<file path="src/rtl/boton_repeticion_pkg.sv">
// boton_repeticion_pkg: state encodings and 50 MHz default timing for boton_repeticion
package boton_repeticion_pkg;
  typedef enum logic [1:0] {
    ST_IDLE = 2'd0,
    ST_WAIT = 2'd1,
    ST_REP  = 2'd2
  } state_t;
  localparam int DEF_HOLD_CYCLES   = 25_000_000;
  localparam int DEF_REPEAT_CYCLES = 5_000_000;
  localparam int DEF_CNT_W         = 25;
endpackage

</file>
<file path="src/rtl/boton_repeticion.sv">
// boton_repeticion: turns a debounced button level into press/auto-repeat/release pulses
// Ports: clk, reset (sync, active-high); i_sen button level (1=pressed, clk-synchronous);
//   i_enable (0 forces IDLE); o_press, o_rpt, o_step (press|rpt), o_release 1-cycle pulses;
//   o_held level from first repeat until release/disable. All outputs registered.
module boton_repeticion
  import boton_repeticion_pkg::*;
#(
  parameter int HOLD_CYCLES   = DEF_HOLD_CYCLES,
  parameter int REPEAT_CYCLES = DEF_REPEAT_CYCLES,
  parameter int CNT_W         = DEF_CNT_W
) (
  input  logic clk,
  input  logic reset,
  input  logic i_sen,
  input  logic i_enable,
  output logic o_press,
  output logic o_rpt,
  output logic o_step,
  output logic o_release,
  output logic o_held
);
  if (HOLD_CYCLES < 1 || REPEAT_CYCLES < 1 ||
      ((HOLD_CYCLES - 1) >> CNT_W) != 0 || ((REPEAT_CYCLES - 1) >> CNT_W) != 0) begin : g_param_err
    $error("boton_repeticion: CNT_W too small or cycle counts below 1");
  end
  localparam logic [CNT_W-1:0] HOLD_LAST = CNT_W'(HOLD_CYCLES - 1);
  localparam logic [CNT_W-1:0] REP_LAST  = CNT_W'(REPEAT_CYCLES - 1);
  state_t           r_state, w_state_n;
  logic [CNT_W-1:0] r_cnt, w_cnt_n;
  logic r_sen_q, r_press, r_rpt, r_step, r_release, r_held;
  logic w_rise, w_fall, w_press_n, w_rpt_n, w_release_n, w_held_n;
  assign w_rise = i_sen & ~r_sen_q;
  assign w_fall = ~i_sen & r_sen_q;
  // One timer serves both the hold and the repeat phase; it restarts on each phase change.
  always_comb begin
    w_state_n   = r_state;
    w_cnt_n     = r_cnt + 1'b1;
    w_press_n   = 1'b0;
    w_rpt_n     = 1'b0;
    w_release_n = 1'b0;
    w_held_n    = r_held;
    if (!i_enable) begin
      w_state_n = ST_IDLE;
      w_cnt_n   = '0;
      w_held_n  = 1'b0;
    end else begin
      case (r_state)
        ST_IDLE: begin
          w_cnt_n   = '0;
          w_held_n  = 1'b0;
          w_press_n = w_rise;
          w_state_n = w_rise ? ST_WAIT : ST_IDLE;
        end
        ST_WAIT: begin
          if (w_fall) begin
            w_release_n = 1'b1;
            w_cnt_n     = '0;
            w_state_n   = ST_IDLE;
          end else if (r_cnt == HOLD_LAST) begin
            w_rpt_n   = 1'b1;
            w_held_n  = 1'b1;
            w_cnt_n   = '0;
            w_state_n = ST_REP;
          end
        end
        ST_REP: begin
          if (w_fall) begin
            w_release_n = 1'b1;
            w_held_n    = 1'b0;
            w_cnt_n     = '0;
            w_state_n   = ST_IDLE;
          end else if (r_cnt == REP_LAST) begin
            w_rpt_n = 1'b1;
            w_cnt_n = '0;
          end
        end
        default: begin
          w_state_n = ST_IDLE;
          w_cnt_n   = '0;
          w_held_n  = 1'b0;
        end
      endcase
    end
  end
  // sen_q follows sen even during reset so a button held through reset yields no edge.
  always_ff @(posedge clk) begin
    r_sen_q <= i_sen;
    if (reset) begin
      r_state   <= ST_IDLE;
      r_cnt     <= '0;
      r_press   <= 1'b0;
      r_rpt     <= 1'b0;
      r_step    <= 1'b0;
      r_release <= 1'b0;
      r_held    <= 1'b0;
    end else begin
      r_state   <= w_state_n;
      r_cnt     <= w_cnt_n;
      r_press   <= w_press_n;
      r_rpt     <= w_rpt_n;
      r_step    <= w_press_n | w_rpt_n;
      r_release <= w_release_n;
      r_held    <= w_held_n;
    end
  end
  assign o_press   = r_press;
  assign o_rpt     = r_rpt;
  assign o_step    = r_step;
  assign o_release = r_release;
  assign o_held    = r_held;
endmodule
</file>
<file path="config.mk">
export PLATFORM = sky130hd
export DESIGN_NAME = boton_repeticion
export DESIGN_NICKNAME = d
export VERILOG_FILES = /design/src/rtl/boton_repeticion_pkg.sv /design/src/rtl/boton_repeticion.sv
export SDC_FILE = /design/constraint.sdc
export NUM_CORES = 1
export LEC_CHECK = 0
export ABC_AREA = 0
export CORE_ASPECT_RATIO = 0.8
export CORE_MARGIN = 2
export CORE_UTILIZATION = 60
export DETAILED_ROUTE_END_ITERATION = 7
export HOLD_SLACK_MARGIN = 0.15
export MAX_ROUTING_LAYER = met4
export PLACE_DENSITY_LB_ADDON = 0.15
export SYNTH_ARGS = -nofsm -noshare
export SYNTH_HDL_FRONTEND = slang
export SYNTH_SLANG_ARGS = --single-unit
</file>
<file path="constraint.sdc">
create_clock -name clk -period 3.8 [get_ports clk]
set_input_delay 0.76 -clock clk [delete_from_list [all_inputs] [get_ports clk]]
set_output_delay 0.76 -clock clk [all_outputs]
set_load 0.05 [all_outputs]
</file>
# Word-level counts from Yosys, hierarchy flattened

Cells that the tools add are included.
Widths: inputs -> output; s select.

Add/subtract/negate cells: 1
$mul: 0
Div/mod/pow operators: 0
Magnitude comparators: 0
Equality and inequality tests: 8
Shift-type cells: 0
Muxes and demuxes: 23
Bitwise operators: 7
Reductions and logical operators: 6

Operator list:

| cell                  | number |
|---|---|
| $mux 25               | 4 |
| $pmux 25 s2           | 1 |
| $add 25x1->25 const B | 1 |
| $eq 25x23->1 const B  | 1 |
| $eq 25x25->1 const B  | 1 |
| $mux 1                | 12 |
| $mux 2                | 3 |
| $ne 2x2->1 const B    | 3 |
| $pmux 2 s3            | 1 |
| $not 1->1             | 4 |
| $pmux 1 s2            | 2 |
| $reduce_or 2->1       | 2 |
| $ne 3x3->1 const B    | 1 |
| $reduce_and 3->1      | 1 |
| $reduce_or 3->1       | 1 |
| $and 1x1->1           | 2 |
| $eq 2x1->1 const B    | 1 |
| $eq 2x2->1 const B    | 1 |
| $logic_not 2->1       | 1 |
| $reduce_and 2->1      | 1 |
| $or 1x1->1            | 1 |

Bits in registers: 33
Bits in latches: 0
RAM bits: 0
Bits in read-only memories: 0
Output and inout bits: 5
Logic and storage cells: 53
Memories: 0

# Depth between registers and ports, before layout

Gate-level depths: netlist of the first run.

Depth after elaboration: 6
Mapped depth: 7

# Least setup slack after synthesis of the first run

No wires, ideal clock.

Kind: register to register
From: register r_cnt[16]
To: register r_cnt[2]
Library setup time: 0.115 ns
Arrival: 1.656 ns
Required time: 3.685 ns
Path slack: 2.029 ns
Cell stages (with the launch flop): 7
Path buffers: 1
Clock period less this slack: 1.771 ns
Cell sequence: dfxtp_1 or4_1 nor4_2 a31oi_1 o21bai_4 buf_6 nor2_1

Longest elaborated chain between the ends: 4
Elaborated cells between the ends (all ways): 7
Those cells by class: 2 x eq/ne; 5 x mux

Ends and longest elaborated chain:

| item                                                | RTL line                                       | RTL |
|---|---|---|
| start, declared                                     | boton_repeticion.sv:29                         | `logic [CNT_W-1:0] r_cnt, w_cnt_n;` |
| start signal, assigned                              | boton_repeticion.sv:98                         | `r_cnt <= w_cnt_n;` |
| $eq 25x23->1 / $eq 25x25->1 (equally long branches) | boton_repeticion.sv:72, boton_repeticion.sv:59 |  |
| $mux 25 (on tied branches)                          | boton_repeticion.sv:72, boton_repeticion.sv:59 |  |
| $mux 25 (on tied branches)                          | boton_repeticion.sv:67, boton_repeticion.sv:55 |  |
| $pmux 25 s2 (*)                                     | boton_repeticion.sv:47                         | `case (r_state)` |

Every way passes the cells marked *; elsewhere a longest branch is shown, timed or not.
A chain may end at the register's enable or synchronous reset.

# Worst setup path in the final report of the first run

From: register r_held, in the netlist o_held
To: output port o_held

RTL lines:

| item                   | RTL line                | RTL |
|---|---|---|
| start, declared        | boton_repeticion.sv:30  | `logic r_sen_q, r_press, r_rpt, r_step, r_release, r_held;` |
| start signal, assigned | boton_repeticion.sv:103 | `r_held <= w_held_n;` |
| end, declared          | boton_repeticion.sv:20  | `output logic o_held` |

No word-level cell between the ends.

==> results.yml, run 1 <==
worst_setup_path:
  critPathTopFamily: "buffers and inverters"
  startpoint_type: "flip-flop"
  critical_path_class: "flip-flop to output pin"
  arrival_ns: 1.50
  critical_path.slowest_cell: "clkdlybuf4s50_1"
  required_ns: 3.04
  crit_path_end_kind: "output pin"
  critical_path_buf_inv_count: 1
  cp_cell_sequence: "clkdlybuf4s50_1"
  worst-path-max-fanout: 2
  cpPeakStageDelay_ns: 0.81
timing:
  finalSetupTns_ns: 0
  setup_viol: 0
  fmax_ghz: 0.4426
  fin_ws_ns: 1.541
  period_share: 0.5945
  tightestPinTransition_ns: 0.9372
  slew_headroom: 0.3694
  slew_violations: 0
  clock_skew_ns: 0.01439
  finalCriticalPeriod_ns: 2.259
  final_hold_viol_count: 0
  grt_setup_unrepaired: "false"
synthesis:
  yosysMostFrequentCell: "dfxtp_1"
  netlist_instances: 166
  avgSynthCellArea_um2: 8.894
  ys_top_cells_by_count: "dfxtp_1 (33), nor2_1 (31), xor2_1 (15)"
  netlist_area_mm2: 0.001476
  synth_nets: 174
  synth_area_leader_cell: "dfxtp_1"
  async_flop_share: 0
  synth_top_area_frac: 0.4475
  ys.flop_type: "dfxtp_1"
  synth.distinct_cells: 30
  synth-seq-cells: 33
  synth-edff-count: 0
  yosys-top-cells-area: "dfxtp_1 (45%), xor2_1 (8.9%), nor2_1 (7.9%)"
  yosysSeqAreaShare: 0.4475
  ys_warn_count: 0
power:
  p_clk_frac: 0.382
  swShare: 0.2107
  p_int_w: 0.0004600
  ir_drop_mv: 0.2900
  powerDensity_mw_per_mm2: 356.9
  power.share.sequential: 0.597
  combinationalPowerShare: 0.021
  p_switching_w: 0.0001228
  leakage_nw: 0.5421
global_route:
  grt_pass1_wl_um: 4678
  overflow: 0
  grt_usage: 0.2196
  antenna_found_initial: 0
  grt_max_degree: 26
  grt_pass1_vias: 1061
cts:
  numCtsBuffers: 5
  cts_max_level: 2
  cts_root_buffer: "clkbuf_4"
  clock_sink_count: 33
  clock_latency_ns: 0.34
  hold_buffers: 0
  ctsResizeCount: 0
  cts_tree: "done"
  cts.path.max_buffers: 2
  post_cts_buffers: 0
  clkTransAtPathRegs_ns: 0.10
route:
  wl_um: 2691
  drt_first_pass_iters: 4
  ant_nets: 0
  vias: 1166
  drt-wirelength-per-cell_um: 13.06
  drc_errors: 0
  drt_iter0_markers: 70
  via_per_inst: 5.660
run_status:
  status: "finished clean"
flow_run:
  maxCapViolations: 0
hold_path:
  hp-class: "flip-flop to flip-flop"
cells_and_area:
  n_antenna_cell: 0
  areaGrowthSynthToFinish_pct: 10.59
  fin_area_mm2: 0.001633
  fill_cells: 203
  nets: 186
  drive_above_1_share: 0.07263
placement:
  place_hpwl_um: 1970
  gp_congestion: 0.9011
  placed_area_mm2: 0.001563
  pre_cts_slack_ns: 1.597
  port_buffers: 8
die:
  core_mm2: 0.002382
  die_h_um: 48.37
  start_util: 0.6197
  ios: 9
  die_x_um: 59.46
  rows: 16
  die-area_mm2: 0.002876
-- cell type report --
type / instances / area, µm² / area share
sequential: 33 / 660.6 / 0.4046
clock inverter: 1 / 5.005 / 0.003065
tap: 27 / 33.78 / 0.02069
inverter: 7 / 26.28 / 0.01609
multi-input combinational: 123 / 762.0 / 0.4667
clock buffer: 7 / 65.06 / 0.03985
timing repair buffer: 8 / 80.08 / 0.04904
-- metal layers --
layer / global-route usage / share of wire / vias up
met3: 0.06417 / 0.049 / 7
met1: 0.3190 / 0.51 / 534
met2: 0.2839 / 0.42 / 33
li1: - / - / 592
met5: - / 0 / -
met4: 0.08712 / 0.020 / 0
-- power groups by stage --
stage / clock [W] / sequential, W / combinational [W]
floorplan: 0 / 0.000358 / 0.00000449
global placement: 0 / 0.000356 / 0.0000118
detailed placement: 0 / 0.000356 / 0.0000122
CTS: 0.000227 / 0.000348 / 0.0000122
global route: 0.000238 / 0.000348 / 0.0000135
finish: 0.000223 / 0.000348 / 0.0000123
-- worst reg2reg max path, cell delays in order, from the launching register on --
cell and delay (ns):
dfxtp_1 0.38, or4_1 0.55, nor4_2 0.32, a31oi_1 0.19, o21bai_4 0.51, nor2_1 0.10
-- metrics by stage --
step | util | total power [W] | hold slack (ns) | std cells
after global placement | 0.6560 | 0.0003675 | 0.4477 | 198
final | 0.6854 | 0.0005828 | 0.4694 | 206
after floorplan | - | 0.0003621 | 0.4297 | 166
after global routing | 0.6854 | 0.0005999 | 0.5183 | 206
after CTS | 0.6854 | 0.0005866 | 0.4777 | 206
after detailed placement | 0.6560 | 0.0003679 | 0.4543 | 198
-- state kept, by name (all words and copies together), names as in the netlist --
signal     cells
o_release      1
o_held         1
r_state        2
o_press        1
r_cnt         25
o_step         1
o_rpt          1
r_sen_q        1
-- cells in the final DEF, fill, tap and decap left out, types with 3 or more instances in the layout --
cell type	instances
dfxtp_1	33
nand3_1	10
xnor2_1	8
clkdlybuf4s50_1	8
nor3_1	4
clkbuf_4	5
inv_1	7
nor2_1	31
xor2_1	15
nor4_1	3
nand4_1	10
ha_1	4
nand2_1	13
-- worst paths after layout --
path / from / end / slack (ns) / cells past startpoint
worst min register to register: r_cnt[0] / r_cnt[0] / 0.47 / 1
worst max-delay path: o_held / o_held / 1.54 / 1
worst max register to register: r_cnt[20] / r_cnt[11] / 1.62 / 5
worst min-delay path: r_cnt[0] / r_cnt[0] / 0.47 / 1
-- cells by family (layout without fill, tap and decap cells) --
kind of cell / after synthesis / after routing / share of synthesized area
AND/OR/NAND/NOR: 87 / 87 / 0.2966
flip-flops: 33 / 33 / 0.4475
XOR/XNOR: 23 / 23 / 0.1364
buffers and inverters: 10 / 23 / 0.03644
AO/OA/AOI/OAI: 9 / 9 / 0.04915
adder cells (fa/ha/maj): 4 / 4 / 0.03390
Note: power is estimated with default switching activity, not from simulation.
==> run 2: changes to the inputs <==
--- a/config.mk
+++ b/config.mk
@@ -8,7 +8,7 @@
 export ABC_AREA = 0
 export CORE_ASPECT_RATIO = 0.8
 export CORE_MARGIN = 2
-export CORE_UTILIZATION = 60
+export CORE_UTILIZATION = 51
 export DETAILED_ROUTE_END_ITERATION = 7
 export HOLD_SLACK_MARGIN = 0.15
 export MAX_ROUTING_LAYER = met4
==> constraint.sdc (replaced) <==
create_clock -name clk -period 1.9 [get_ports clk]
set_input_delay 0.38 -clock clk [delete_from_list [all_inputs] [get_ports clk]]
set_output_delay 0.38 -clock clk [all_outputs]
set_load 0.05 [all_outputs]
==> run 2 against run 1 <==
Compared with the run above: die area is 16% higher; register-to-register slack got worse by 1.6 ns; sequential power rose by 100%; setup slack worse by 1.5 ns; non-clock buffer count increased by 13; critical endpoint is now o_held; largest cell class unchanged; worst hold slack lost 0.027 ns.
==> results.yml, run 2 (same netlist as run 1, synthesis figures left out) <==
worst_setup_path:
  ff2ff_path_depth: 5
  r2r_end: "o_held"
  critical_path_class: "flip-flop to flip-flop"
  critPathLaunch: "r_cnt[6]"
  worst-path-max-fanout: 5
  crit_path_end_kind: "flip-flop"
  startpoint_type: "flip-flop"
  arrival_ns: 2.13
  required_ns: 2.18
  r2r_start: "r_cnt[6]"
  ff2ff_setup_slack_ns: 0.04
route:
  wl_um: 2743
  drt_iter0_markers: 47
  drt_first_pass_iters: 4
  drt-wirelength-per-cell_um: 11.93
  ant_nets: 0
  vias: 1190
  drc_errors: 0
  via_per_inst: 5.174
flow_run:
  maxCapViolations: 0
timing:
  tightestPinTransition_ns: 0.5140
  finalSetupTns_ns: 0
  period_share: 0.9766
  fmax_ghz: 0.5389
  slew_violations: 0
  grt_setup_unrepaired: "false"
  setup_viol: 0
  clock_skew_ns: 0.005533
  finalCriticalPeriod_ns: 1.856
  final_hold_viol_count: 0
  slew_headroom: 0.6563
hold_path:
  hold_depth: 1
  hp-class: "flip-flop to flip-flop"
  whs_endpoint: "r_cnt[0]"
  hold_start: "r_cnt[0]"
cells_and_area:
  largest_reg_flops: 25
  nets: 199
  layout_common_cells: "nor2_1 (31), dfxtp_1 (31), xor2_1 (15)"
  areaGrowthSynthToFinish_pct: 19.41
  n_antenna_cell: 0
  final_core_util: 0.6376
  fill_cells: 235
  largest_register: "r_cnt"
  drive_above_1_share: 0.1510
  largestRegisters: "r_cnt x25, r_state x2"
placement:
  gp_congestion: 0.7801
  port_buffers: 8
  place_hpwl_um: 2076
die:
  ios: 9
  start_util: 0.5339
  die_x_um: 64.16
  core_mm2: 0.002765
  die_h_um: 52.13
  rows: 17
  die-area_mm2: 0.003344
global_route:
  antenna_found_initial: 0
  grt_usage: 0.2019
  use_met1: 0.2604
  grtUsageMet2: 0.2882
  grt_pass1_vias: 1113
  busiest_layer: "met2"
  grt_max_degree: 26
  overflow: 0
  grt_pass1_wl_um: 4816
  met3_usage: 0.05195
cts:
  clock_sink_count: 33
  cts_max_level: 2
  hold_buffers: 0
  numCtsBuffers: 5
  cts.path.max_buffers: 2
  clock_latency_ns: 0.34
  clkTransAtPathRegs_ns: 0.10
  cts_root_buffer: "clkbuf_4"
  cts_tree: "done"
power:
  finalPower_w: 0.001163
  ir_drop_mv: 0.4573
  leakage_nw: 0.6363
  powerDensity_mw_per_mm2: 660.0
run_status:
  status: "finished clean"
## run 2: changes by cell type in the layout (fill, tap and decap cells not counted)
cell / delta
and4_1: -1
buf_4: +12
buf_12: +1
and4_2: +1
dfxtp_1: -2
clkdlybuf4s50_1: -1
dfxtp_2: +2
dlymetal6s2s_1: +1
## run 2: area by class of cell
type,count,area (µm²),area share
Timing Repair Buffer,21,192.7,0.1093
Sequential cell,33,663.1,0.3762
Clock buffer,7,65.06,0.03691
Inverter,7,26.28,0.01490
Multi-Input combinational cell,123,763.2,0.4329
Clock inverter,1,5.005,0.002839
Tap cell,38,47.55,0.02697
## run 2: power by group
group          internal [W]  leakage (nW)  switching, W
combinational     0.0000131         0.328     0.0000129
clock              0.000214        0.0413      0.000228
sequential         0.000694         0.267    0.00000121
total              0.000921         0.636      0.000242
## run 2: metrics by stage
stage | cells | hold slack [ns] | instance area (µm²) | setup slack, ns
finish | 230 | 0.4429 | 1763 | 0.04446
global route | 230 | 0.4697 | 1763 | 0.002410
CTS | 230 | 0.4636 | 1757 | 0.02129
detailed placement | 222 | 0.4491 | 1687 | 0.04352
global placement | 222 | 0.4445 | 1687 | 0.03404
floorplan | 166 | 0.4077 | 1476 | 0.1294
## run 2: timing repair
action                     CTS  global route
resized for setup            0             4
setup buffers                0             0
setup endpoints to repair    0            19
## run 2: worst max-delay path by stage
stage,end,depth (start not counted)
finish,o_held,5
global route,r_cnt[5],7
CTS,o_held,5
detailed placement,o_held,6
global placement,o_held,5
floorplan,r_cnt[7],6
## run 2: per-layer routing
metal	part of all wire	vias up
li1	-	622
met1	0.51	544
met2	0.41	17
met3	0.053	7
met4	0.022	0
met5	0	-
## run 2: worst max-delay path, cell delays in order (launching register included)
cell,delay [ns]
dfxtp_1,0.34
nor4b_1,0.36
and4_2,0.33
nand3_1,0.10
or4_1,0.51
a21oi_1,0.16
